## src/rtl/cpu_defs_pkg.sv

```systemverilog
// Shared fetch-stage constants and types for the 5-stage MIPS core.
package cpu_defs_pkg;

  localparam logic [31:0] RESET_PC  = 32'h0000_3000;
  localparam logic [31:0] NOP_INSTR = 32'h0000_0000;

  typedef enum logic {
    S_FETCH = 1'b0,
    S_VALID = 1'b1
  } fetch_state_t;

  // Sequential successor; wraps naturally modulo 2^32.
  function automatic logic [31:0] pc_plus_4(input logic [31:0] pc);
    return pc + 32'd4;
  endfunction

endpackage

```

## src/rtl/fetch_pc_ctrl_if.sv

```systemverilog
// Instruction-memory request/ack bus between the fetch controller and IM.
interface fetch_pc_ctrl_if;

  logic        im_req;
  logic [31:0] im_addr;
  logic        im_ack;
  logic [31:0] im_rdata;

  modport master (output im_req, output im_addr, input im_ack, input im_rdata);
  modport slave  (input im_req, input im_addr, output im_ack, output im_rdata);

endinterface

```

## src/rtl/fetch_pc_ctrl_redirect_latch.sv

```systemverilog
// Holds a D-stage redirect that arrived before its delay-slot word was accepted.
module redirect_latch
  import cpu_defs_pkg::*;
(
  input  logic        clk,
  input  logic        reset,
  input  logic        redirect,
  input  logic        accept,
  input  logic [31:0] tgt_in,
  output logic        pend,
  output logic [31:0] tgt
);

  logic        pend_reg;
  logic [31:0] tgt_reg;

  always_ff @(posedge clk) begin
    if (!reset) begin
      pend_reg <= 1'b0;
      tgt_reg  <= 32'h0;
    end else begin
      // A second redirect before any delay slot was consumed means D misbehaved.
      assert (!(redirect && pend_reg));
      if (redirect && !accept) begin
        pend_reg <= 1'b1;
        tgt_reg  <= tgt_in;
      end else if (accept) begin
        pend_reg <= 1'b0;
      end
    end
  end

  assign pend = pend_reg;
  assign tgt  = tgt_reg;

endmodule

```

## src/rtl/fetch_pc_ctrl.sv

```systemverilog
// Fetch-stage PC owner: one outstanding IM request, registered F word, delay-slot redirects.
module fetch_pc_ctrl
  import cpu_defs_pkg::*;
(
  input  logic             clk,
  input  logic             reset,
  input  logic             stall,
  input  logic             npc_sel,
  input  logic [31:0]      npc,
  fetch_pc_ctrl_if.master  im,
  output logic             F_valid,
  output logic [31:0]      F_pc,
  output logic [31:0]      F_instr,
  output logic [31:0]      F_pc_add_4
);

  fetch_state_t state_reg, state_next;
  logic [31:0]  pc_reg, pc_next;
  logic [31:0]  f_pc_reg, f_pc_next;
  logic [31:0]  f_instr_reg, f_instr_next;
  logic         f_valid_reg, f_valid_next;
  logic         redirect, accept;
  logic         redir_pend;
  logic [31:0]  redir_tgt;

  assign redirect = npc_sel && !stall;
  assign accept   = (state_reg == S_VALID) && !stall;

  redirect_latch u_redirect_latch (
    .clk      (clk),
    .reset    (reset),
    .redirect (redirect),
    .accept   (accept),
    .tgt_in   (npc),
    .pend     (redir_pend),
    .tgt      (redir_tgt)
  );

  always_comb begin
    state_next   = state_reg;
    pc_next      = pc_reg;
    f_pc_next    = f_pc_reg;
    f_instr_next = f_instr_reg;
    f_valid_next = f_valid_reg;
    im.im_req    = 1'b0;
    im.im_addr   = pc_reg;
    case (state_reg)
      S_FETCH: begin
        im.im_req = reset;
        if (im.im_ack) begin
          f_instr_next = im.im_rdata;
          f_pc_next    = pc_reg;
          f_valid_next = 1'b1;
          state_next   = S_VALID;
        end
      end
      S_VALID: begin
        if (!stall) begin
          // Same-cycle redirect beats a buffered one, which beats sequential flow.
          if (redirect)        pc_next = npc;
          else if (redir_pend) pc_next = redir_tgt;
          else                 pc_next = pc_plus_4(f_pc_reg);
          f_valid_next = 1'b0;
          f_instr_next = NOP_INSTR;
          state_next   = S_FETCH;
        end
      end
      default: state_next = S_FETCH;
    endcase
  end

  always_ff @(posedge clk) begin
    if (!reset) begin
      state_reg   <= S_FETCH;
      pc_reg      <= RESET_PC;
      f_pc_reg    <= RESET_PC;
      f_instr_reg <= NOP_INSTR;
      f_valid_reg <= 1'b0;
    end else begin
      state_reg   <= state_next;
      pc_reg      <= pc_next;
      f_pc_reg    <= f_pc_next;
      f_instr_reg <= f_instr_next;
      f_valid_reg <= f_valid_next;
    end
  end

  assign F_valid    = f_valid_reg;
  assign F_pc       = f_pc_reg;
  assign F_instr    = f_instr_reg;
  assign F_pc_add_4 = pc_plus_4(f_pc_reg);

endmodule

```

## src/flat_wrapper.sv

```systemverilog
// flat-port wrapper written by rule: the top's interface ports become plain ports
module fetch_pc_ctrl_flat import cpu_defs_pkg::*;
  (clk, reset, stall, npc_sel, npc, F_valid, F_pc, F_instr, F_pc_add_4, im_im_req, im_im_addr, im_im_ack, im_im_rdata);
  fetch_pc_ctrl_if im_i ();
  input  logic clk;
  input  logic reset;
  input  logic stall;
  input  logic npc_sel;
  input  logic [31:0] npc;
  output logic F_valid;
  output logic [31:0] F_pc;
  output logic [31:0] F_instr;
  output logic [31:0] F_pc_add_4;
  output wire logic [$bits(im_i.im_req)-1:0] im_im_req;
  output wire logic [$bits(im_i.im_addr)-1:0] im_im_addr;
  input wire logic [$bits(im_i.im_ack)-1:0] im_im_ack;
  input wire logic [$bits(im_i.im_rdata)-1:0] im_im_rdata;
  assign im_im_req = im_i.im_req;
  assign im_im_addr = im_i.im_addr;
  assign im_i.im_ack = im_im_ack;
  assign im_i.im_rdata = im_im_rdata;
  fetch_pc_ctrl u_core (.clk(clk), .reset(reset), .stall(stall), .npc_sel(npc_sel), .npc(npc), .im(im_i), .F_valid(F_valid), .F_pc(F_pc), .F_instr(F_instr), .F_pc_add_4(F_pc_add_4));
endmodule
```

## config.mk

```make
export PLATFORM = sky130hd
export DESIGN_NAME = fetch_pc_ctrl_flat
export DESIGN_NICKNAME = d
export VERILOG_FILES = /design/src/rtl/cpu_defs_pkg.sv /design/src/rtl/fetch_pc_ctrl_if.sv /design/src/rtl/fetch_pc_ctrl_redirect_latch.sv /design/src/rtl/fetch_pc_ctrl.sv /design/src/flat_wrapper.sv
export SDC_FILE = /design/constraint.sdc
export NUM_CORES = 1
export LEC_CHECK = 0
export BUFFER_PORTS_ARGS = -buffer_cell sky130_fd_sc_hd__buf_2
export CORE_AREA = 10 10 158 87
export CTS_CLUSTER_SIZE = 25
export DETAILED_ROUTE_END_ITERATION = 7
export DIE_AREA = 0 0 168 97
export GPL_TIMING_DRIVEN = 1
export PLACE_DENSITY = 0.84
export SLEW_MARGIN = 20
export SYNTH_ARGS = -nofsm -noshare
export SYNTH_HDL_FRONTEND = slang
export SYNTH_SLANG_ARGS = --single-unit
export TNS_END_PERCENT = 30
```

## constraint.sdc

```tcl
create_clock -name clk -period 5.35 [get_ports clk]
set_clock_uncertainty 0.1 [all_clocks]
set_input_delay 0.8025 -clock clk [delete_from_list [all_inputs] [get_ports clk]]
set_output_delay 0.8025 -clock clk [all_outputs]
set_load 0.05 [all_outputs]
```

==> results of run 1 <==
==> cell usage in the layout, fill, tap and decap left out, types with 9 or more instances in the layout <==
master and n:
sky130_fd_sc_hd__buf_2 198, sky130_fd_sc_hd__nand2_1 158, sky130_fd_sc_hd__dfxtp_1 131, sky130_fd_sc_hd__a21oi_1 100, sky130_fd_sc_hd__nor2_1 58, sky130_fd_sc_hd__a22oi_1 32
sky130_fd_sc_hd__o21ai_0 28, sky130_fd_sc_hd__nand3_1 23, sky130_fd_sc_hd__clkbuf_16 17, sky130_fd_sc_hd__xnor2_1 11, sky130_fd_sc_hd__nor3_1 10, sky130_fd_sc_hd__nand2b_1 10
sky130_fd_sc_hd__xor2_1 9
==> layer usage <==
layer	track usage (%)	part of all wire [%]	up-vias	wire length (um)
li1	-	-	2892	-
met1	26.91	39	2887	8103
met2	39.78	48	322	9899
met3	9.270	10	47	2141
met4	8.664	2.3	0	467
met5	0	0	-	0
==> worst max path at each step <==
stage,cells after the start,to
2_1_floorplan,6,F_pc_add_4[26]
3_3_place_gp,6,F_pc_add_4[30]
3_5_place_dp,6,u_core.u_redirect_latch.tgt[21]$_SDFFE_PN0P_
4_1_cts,6,F_pc_add_4[30]
5_1_grt,6,F_pc_add_4[30]
6_report,6,F_pc_add_4[30]
==> worst min-delay path, stage by stage (launching register included) <==
cell and delay [ps]:
sky130_fd_sc_hd__dfxtp_1 310, sky130_fd_sc_hd__nand2_1 50, sky130_fd_sc_hd__a21oi_1 50
==> cell families (layout without fill, tap and decap cells) <==
group                    Yosys count  in the layout
AO/OA/AOI/OAI                    210            210
XOR/XNOR                          20             20
adder cells (fa/ha/maj)            1              1
buffers and inverters             68            244
flip-flops                       131            131
multiplexers                       8              8
other                              0              1
AND/OR/NAND/NOR                  301            301
==> power by group through the flow <==
stage	logic (uW)	clock network (uW)	registers, uW
final	398	1110	1060
after global routing	426	1160	1070
after CTS	397	1110	1060
after detailed placement	394	0	1080
after global placement	387	0	1080
after floorplan	168	0	1190
==> area by class of cell <==
type / instances / area (um^2) / area share [%]
flip-flops and latches: 131 / 2623 / 35.59
well taps: 145 / 181.4 / 2.462
diodes: 1 / 2.502 / 0.03396
clock buffers: 20 / 456.7 / 6.197
clock inverters: 12 / 108.9 / 1.477
inverters: 8 / 30.03 / 0.4075
multi-input cells: 540 / 2932 / 39.78
repair buffers: 204 / 1036 / 14.06
==> through the flow <==
stage,worst slack (ps),std cells
after floorplan,1892,739
after global placement,2065,1028
after detailed placement,1991,1028
after CTS,1579,1060
after global routing,1433,1060
final,1512,1061
==> key figures, run 1 <==
Timing
  – Final worst path period need: between 3000 and 4000 ps
  – Slew Limit Headroom: approximately 27%
  – Final hold violation count: 0
  – Worst hold slack after final layout: approximately 350 ps
  – Max frequency: about 0.26 GHz
  – Final worst-path cycle share: between 70% and 80%
  – Final TNS setup: 0 ps
  – Worst slew pin tran: 1094 ps
  – RSZ-0062 raised after global routing: no
  – Endpoints failing setup: 0
  – Total count of max-transition violations in the final report: 0

Clock network
  – CTS Root Cell: sky130_fd_sc_hd__clkbuf_16
  – TritonCTS clock tree: done
  – Hold bufs inserted after CTS: 0
  – Clock-pin slew of the registers on the worst-case setup and hold paths: ~60 ps
  – CTS max path bufs: 2
  – Number of gates resized after cts: 0
  – Post-CTS setup-driven buffer insertion count: 0
  – CTS sink cnt: 131
  – Clock latency reported for the late side of the worst-skew pair: roughly 420 ps
  – H-tree depth reported by CTS: 4
  – Clock buffers created by TritonCTS: 17

Yosys
  – Compound-cell area share of the yosys netlist: about 22%
  – Syn_area_per_cell: 7.856 um^2
  – Count leader, synth: sky130_fd_sc_hd__nand2_1
  – Cell accounting for the most synthesized area: sky130_fd_sc_hd__dfxtp_1
  – Synth unique cells: 44
  – Adder-cell area share of the yosys netlist: 0.2155%
  – Mux contribution to synthesized area: around 1.4%
  – Share of synthesized flip-flops with an asynchronous set or reset: 0%
  – Post-synthesis instance total: between 700 and 800
  – Synthesis-stage register bit count: 131
  – Post-synth top area share: between 40 and 50%
  – Sequential share of the synthesized area: 45.17%
  – Number of enable flip-flop cells after synthesis: 0
  – Number of warning messages in the yosys log: 0
  – Top post-synthesis cells by area: sky130_fd_sc_hd__dfxtp_1 45%, sky130_fd_sc_hd__nand2_1 10%, sky130_fd_sc_hd__a21oi_1 8.6%
  – Leading cell types by count after synthesis: 158 x sky130_fd_sc_hd__nand2_1, 131 x sky130_fd_sc_hd__dfxtp_1, 100 x sky130_fd_sc_hd__a21oi_1
  – Number of nets in the synthesized netlist: slightly above 800
  – Synthesized-area fraction occupied by xor and xnor cells: under 10%
  – Combinational family with the most area after synthesis: simple AND/OR/NAND/NOR gates
  – Simple-gate share of the synthesized area: 23.90%
  – Predominant post-synthesis flop cell: sky130_fd_sc_hd__dfxtp_1
  – Post-synthesis cell area: between 0.005 and 0.006 mm^2

Critical path
  – Worst path top cell family by delay: simple AND/OR/NAND/NOR gates
  – Cells on worst reg2reg path: 6
  – Maximum fanout along the worst path: 7
  – Kind of launch point of the worst setup path: register
  – Worst reg2reg path startpoint: u_core.F_pc[2]$_SDFFE_PN0P_
  – Arrival @ worst endpoint: 2940 ps
  – CP Cell Sequence: ha_1, nand3_1, nor4_2, nor3b_2, xnor2_1, buf_2
  – Required time of the worst setup path: 4450 ps
  – Delay of the slowest critical-path stage: around 610 ps
  – Launch point of the worst path: u_core.F_pc[2]$_SDFFE_PN0P_
  – Critical path type: reg2out
  – Number of buffers and inverters on the critical path: 1
  – R2R setup slack: 2710 ps
  – Worst reg2reg endpoint: u_core.im.im_addr[22]$_SDFFE_PN0P_
  – Slowest CP cell: sky130_fd_sc_hd__nor4_2
  – Worst setup EP type: output port

Pwr
  – Switching power: between 700 and 800 uW
  – Areal power density over the cells: approximately 350 mW/mm^2
  – Clock power frac: a little over two fifths
  – Sequential cell fraction of total power: between 40 and 50%
  – Net switching fraction of the power: 30.52%
  – Total internal power: 1787 uW
  – Sum of internal, switching and leakage power: around 2600 uW
  – Gate power share: 15.5%
  – Static leakage: 0.003247 uW
  – Peak supply drop: about 0.25 mV

Min path
  – Min-Delay Path Class: reg2reg
  – Worst hold path endpoint: u_core.u_redirect_latch.tgt[11]$_SDFFE_PN0P_
  – Min-delay src: u_core.u_redirect_latch.tgt[11]$_SDFFE_PN0P_
  – Number of instances on the worst hold path: 2

Status
  – Status: complete, no violations

Die
  – Floorplan Core Area: around 0.011 mm^2
  – Std cell rows: 27
  – Initial cell density of the core: between 50 and 60%
  – I/O pin total: just under 200
  – Die outline height: a little under 100 um
  – Total die area: 0.01630 mm^2
  – Die X-Extent: roughly 170 um

Finish
  – Share of layout cells above drive strength 1: between 20% and 30%
  – Number of filler instances in the final layout: 878
  – Count of nets after finishing: a little under 1000
  – Area Overhead vs Synth: 26.94%
  – Post-Route Utilization: 67.96%
  – Non-Filler Cell Area, Final: ~0.0074 mm^2

Placement
  – Number of I/O port buffers: slightly below 200
  – Post-Place Cell Area: 0.006802 mm^2
  – RePlAce Congestion: 0.8635
  – DP Wirelength: between 10000 and 15000 um

Route
  – Final Routed Wirelength: ~21000 um
  – Initial DRC count: 579
  – # DRC: 0
  – Via density per instance: 5.795
  – First-pass iteration count of the detailed router: 5
  – Number of nets still failing antenna checks after routing: 0
  – Vias after detailed routing: 6148
  – Average wire length per cell after detail routing: 19.43 um

Global routing
  – Global Route Usage Sum: between 20% and 30%
  – Grt ovf: 0
  – Wire length of the first global-routing pass: between 30000 and 40000 um
  – Pin count of the biggest net entering global routing: 103
  – Initial antenna violation count: 1
  – Vias in the first global route: about 6100

Flow run
  – Number of maximum-capacitance violations: 0
Note: power is estimated with default switching activity, not from simulation.
==> run 2, diff against run 1 <==
CORE_AREA = 10 10 172 94   (was 10 10 158 87)
DIE_AREA = 0 0 182 104   (was 0 0 168 97)
PLACE_DENSITY = 0.75   (was 0.84)
clock period = 3.16 ns   (was 5.35 ns; I/O delays follow)
==> key figures, run 2 (synthesis results as in run 1) <==
Clock network
  – CTS max path bufs: 2 (unchanged)
  – H-tree depth reported by CTS: 4 (unchanged)
  – Clock latency reported for the late side of the worst-skew pair: 420 ps (about the same)
  – Post-CTS setup-driven buffer insertion count: 0 (unchanged)
  – TritonCTS clock tree: done
  – Clock-pin slew of the registers on the worst-case setup and hold paths: 60 ps (about the same)
  – CTS sink cnt: 131 (unchanged)
  – Clock buffers created by TritonCTS: 17 (unchanged)
  – Hold bufs inserted after CTS: 0 (unchanged)
  – CTS Root Cell: sky130_fd_sc_hd__clkbuf_16

Pwr
  – Peak supply drop: 0.3571 mV (+43%)
  – Static leakage: 0.003313 uW (+2.0%)
  – Sum of internal, switching and leakage power: 4339 uW (+69%)
  – Areal power density over the cells: 575.8 mW/mm^2 (+65%)

Critical path
  – Worst reg2reg path startpoint: u_core.F_pc[3]$_SDFFE_PN0P_
  – Worst reg2reg endpoint: u_core.im.im_addr[22]$_SDFFE_PN0P_
  – Required time of the worst setup path: 2590 ps (-1860 ps)
  – CP Cell Sequence: ha_1, nand3_2, or2_4, nor4_2, xor2_1, clkbuf_4
  – Cells on worst reg2reg path: 6 (unchanged)
  – Crit. path cell count: 6 (unchanged)
  – Worst path top cell family by delay: simple AND/OR/NAND/NOR gates
  – Worst setup EP type: output port
  – Critical path type: reg2out
  – Arrival @ worst endpoint: 2440 ps (-500 ps)
  – Launch point of the worst path: u_core.F_pc[3]$_SDFFE_PN0P_
  – Delay of the slowest critical-path stage: 420 ps (-190 ps)
  – Kind of launch point of the worst setup path: register
  – Maximum fanout along the worst path: 7 (unchanged)
  – Slowest CP cell: sky130_fd_sc_hd__dfxtp_1
  – R2R setup slack: 1040 ps (-1670 ps)
  – Number of buffers and inverters on the critical path: 1 (unchanged)

Route
  – Average wire length per cell after detail routing: 18.99 um (-2.3%)
  – Final Routed Wirelength: 21000 um (+1.9%)
  – Number of nets still failing antenna checks after routing: 0 (unchanged)
  – Initial DRC count: 633 (+9.3%)
  – First-pass iteration count of the detailed router: 6 (+1)
  – Via density per instance: 5.525 (-4.6%)
  – # DRC: 0 (unchanged)
  – Vias after detailed routing: 6111 (-0.60%)

Flow run
  – Number of maximum-capacitance violations: 0 (unchanged)

Global routing
  – Vias in the first global route: 5658 (-7.5%)
  – Grt ovf: 0 (unchanged)
  – Global Route Usage Sum: 21.13% (-2.6 points)
  – Pin count of the biggest net entering global routing: 66 (-36%)
  – Wire length of the first global-routing pass: 32420 um (+1.4%)
  – Initial antenna violation count: 1 (unchanged)

Timing
  – Slew Limit Headroom: 48.18% (+21 points)
  – Endpoints failing setup: 0 (unchanged)
  – Final TNS setup: 0 ps (unchanged)
  – RSZ-0062 raised after global routing: no
  – Final worst-path cycle share: 95.33%
  – Worst slew pin tran: 777.3 ps (-316.8 ps)
  – Final hold violation count: 0 (unchanged)
  – Final worst path period need: ~3000 ps
  – Total count of max-transition violations in the final report: 0 (unchanged)
  – Worst hold slack after final layout: 207.2 ps (-145.5 ps)
  – Max frequency: 0.3320 GHz

Finish
  – Post-Route Utilization: 57.19% (-11 points)
  – Count of nets after finishing: 987 (+1.5%)
  – Area Overhead vs Synth: 29.78%
  – Most used cells in the layout excluding fill and tap cells: 196 x sky130_fd_sc_hd__buf_2, 158 x sky130_fd_sc_hd__nand2_1, 130 x sky130_fd_sc_hd__dfxtp_1
  – Cell Count, Final, Fillers Out: 1106 (+4.2%)
  – Share of layout cells above drive strength 1: 29.35% (+1.5 points)
  – Most frequent standard cell in the layout excluding fill and tap cells: sky130_fd_sc_hd__buf_2
  – Antenna cell count: 0 (-1)

Die
  – Initial cell density of the core: 44.06% (-9.5 points)
  – Die outline height: 104 um (+7.2%)
  – Total die area: 0.01893 mm^2 (+16%)
  – Die X-Extent: 182 um (+8.3%)
  – I/O pin total: 199 (unchanged)
  – Std cell rows: 30 (+11%)
  – Floorplan Core Area: 0.01318 mm^2 (+21%)

Min path
  – Min-delay src: im_im_rdata[31]
  – Min-Delay Path Class: in2reg
  – Worst hold path endpoint: u_core.F_instr[31]$_SDFFE_PN0P_
  – Number of instances on the worst hold path: 3 (+1)

Status
  – Status: complete, no violations

Placement
  – DP Wirelength: 15340 um (+11%)
  – DP Cell Count: 1074 (+4.5%)
  – RePlAce Congestion: 0.8902 (+3.1%)
  – Number of I/O port buffers: 198 (unchanged)
-- run 2: final cells by class --
cell class	instances	area [um^2]
repair buffers	219	1166
clock buffers	18	439.2
flip-flops and latches	131	2624
well taps	176	220.2
multi-input cells	540	2937
inverters	8	31.28
fillers	1216	5640
clock inverters	14	117.6
-- run 2: worst min-delay path: stages --
cell                      delay (ps)
sky130_fd_sc_hd__buf_2            70
sky130_fd_sc_hd__a22oi_1          60
sky130_fd_sc_hd__nor2_1           70
-- run 2: worst max-delay path by stage --
stage	endpoint	slack [ps]
2_1_floorplan	F_pc_add_4[26]	30
3_3_place_gp	F_pc_add_4[26]	390
3_5_place_dp	F_pc_add_4[26]	310
4_1_cts	F_pc_add_4[26]	90
5_1_grt	F_pc_add_4[26]	60
6_report	F_pc_add_4[26]	150
-- run 2: per-stage QoR --
stage | area [um^2] | setup WS (ps)
floorplan | 5806 | 30.34
global placement | 6964 | 391.8
detailed placement | 6964 | 314.4
CTS | 7528 | 91.21
global route | 7535 | 64.01
finish | 7535 | 147.5
-- run 2: timing repair --
| action | 4_1_cts | 5_1_grt |
|---|---|---|
| resized for setup | 2 | 3 |
| pin swaps | 0 | 0 |
| setup endpoints to repair | 1 | 2 |
-- run 2: where the power goes --
group	total, uW	internal [uW]	switching [uW]
clock	1850	1050	803
sequential	1790	1730	61.8
combinational	699	186	513
-- run 2: routing by layer --
| layer | routed length [um] | part of all wire [%] | vias to the layer above | track usage, % |
|---|---|---|---|---|
| met4 | 144 | 0.69 | 0 | 5.084 |
| met3 | 2473 | 12 | 18 | 7.190 |
| li1 | - | - | 2928 | - |
| met2 | 8691 | 41 | 332 | 29.62 |
| met1 | 9690 | 46 | 2833 | 30.00 |
| met5 | 0 | 0 | - | 0 |
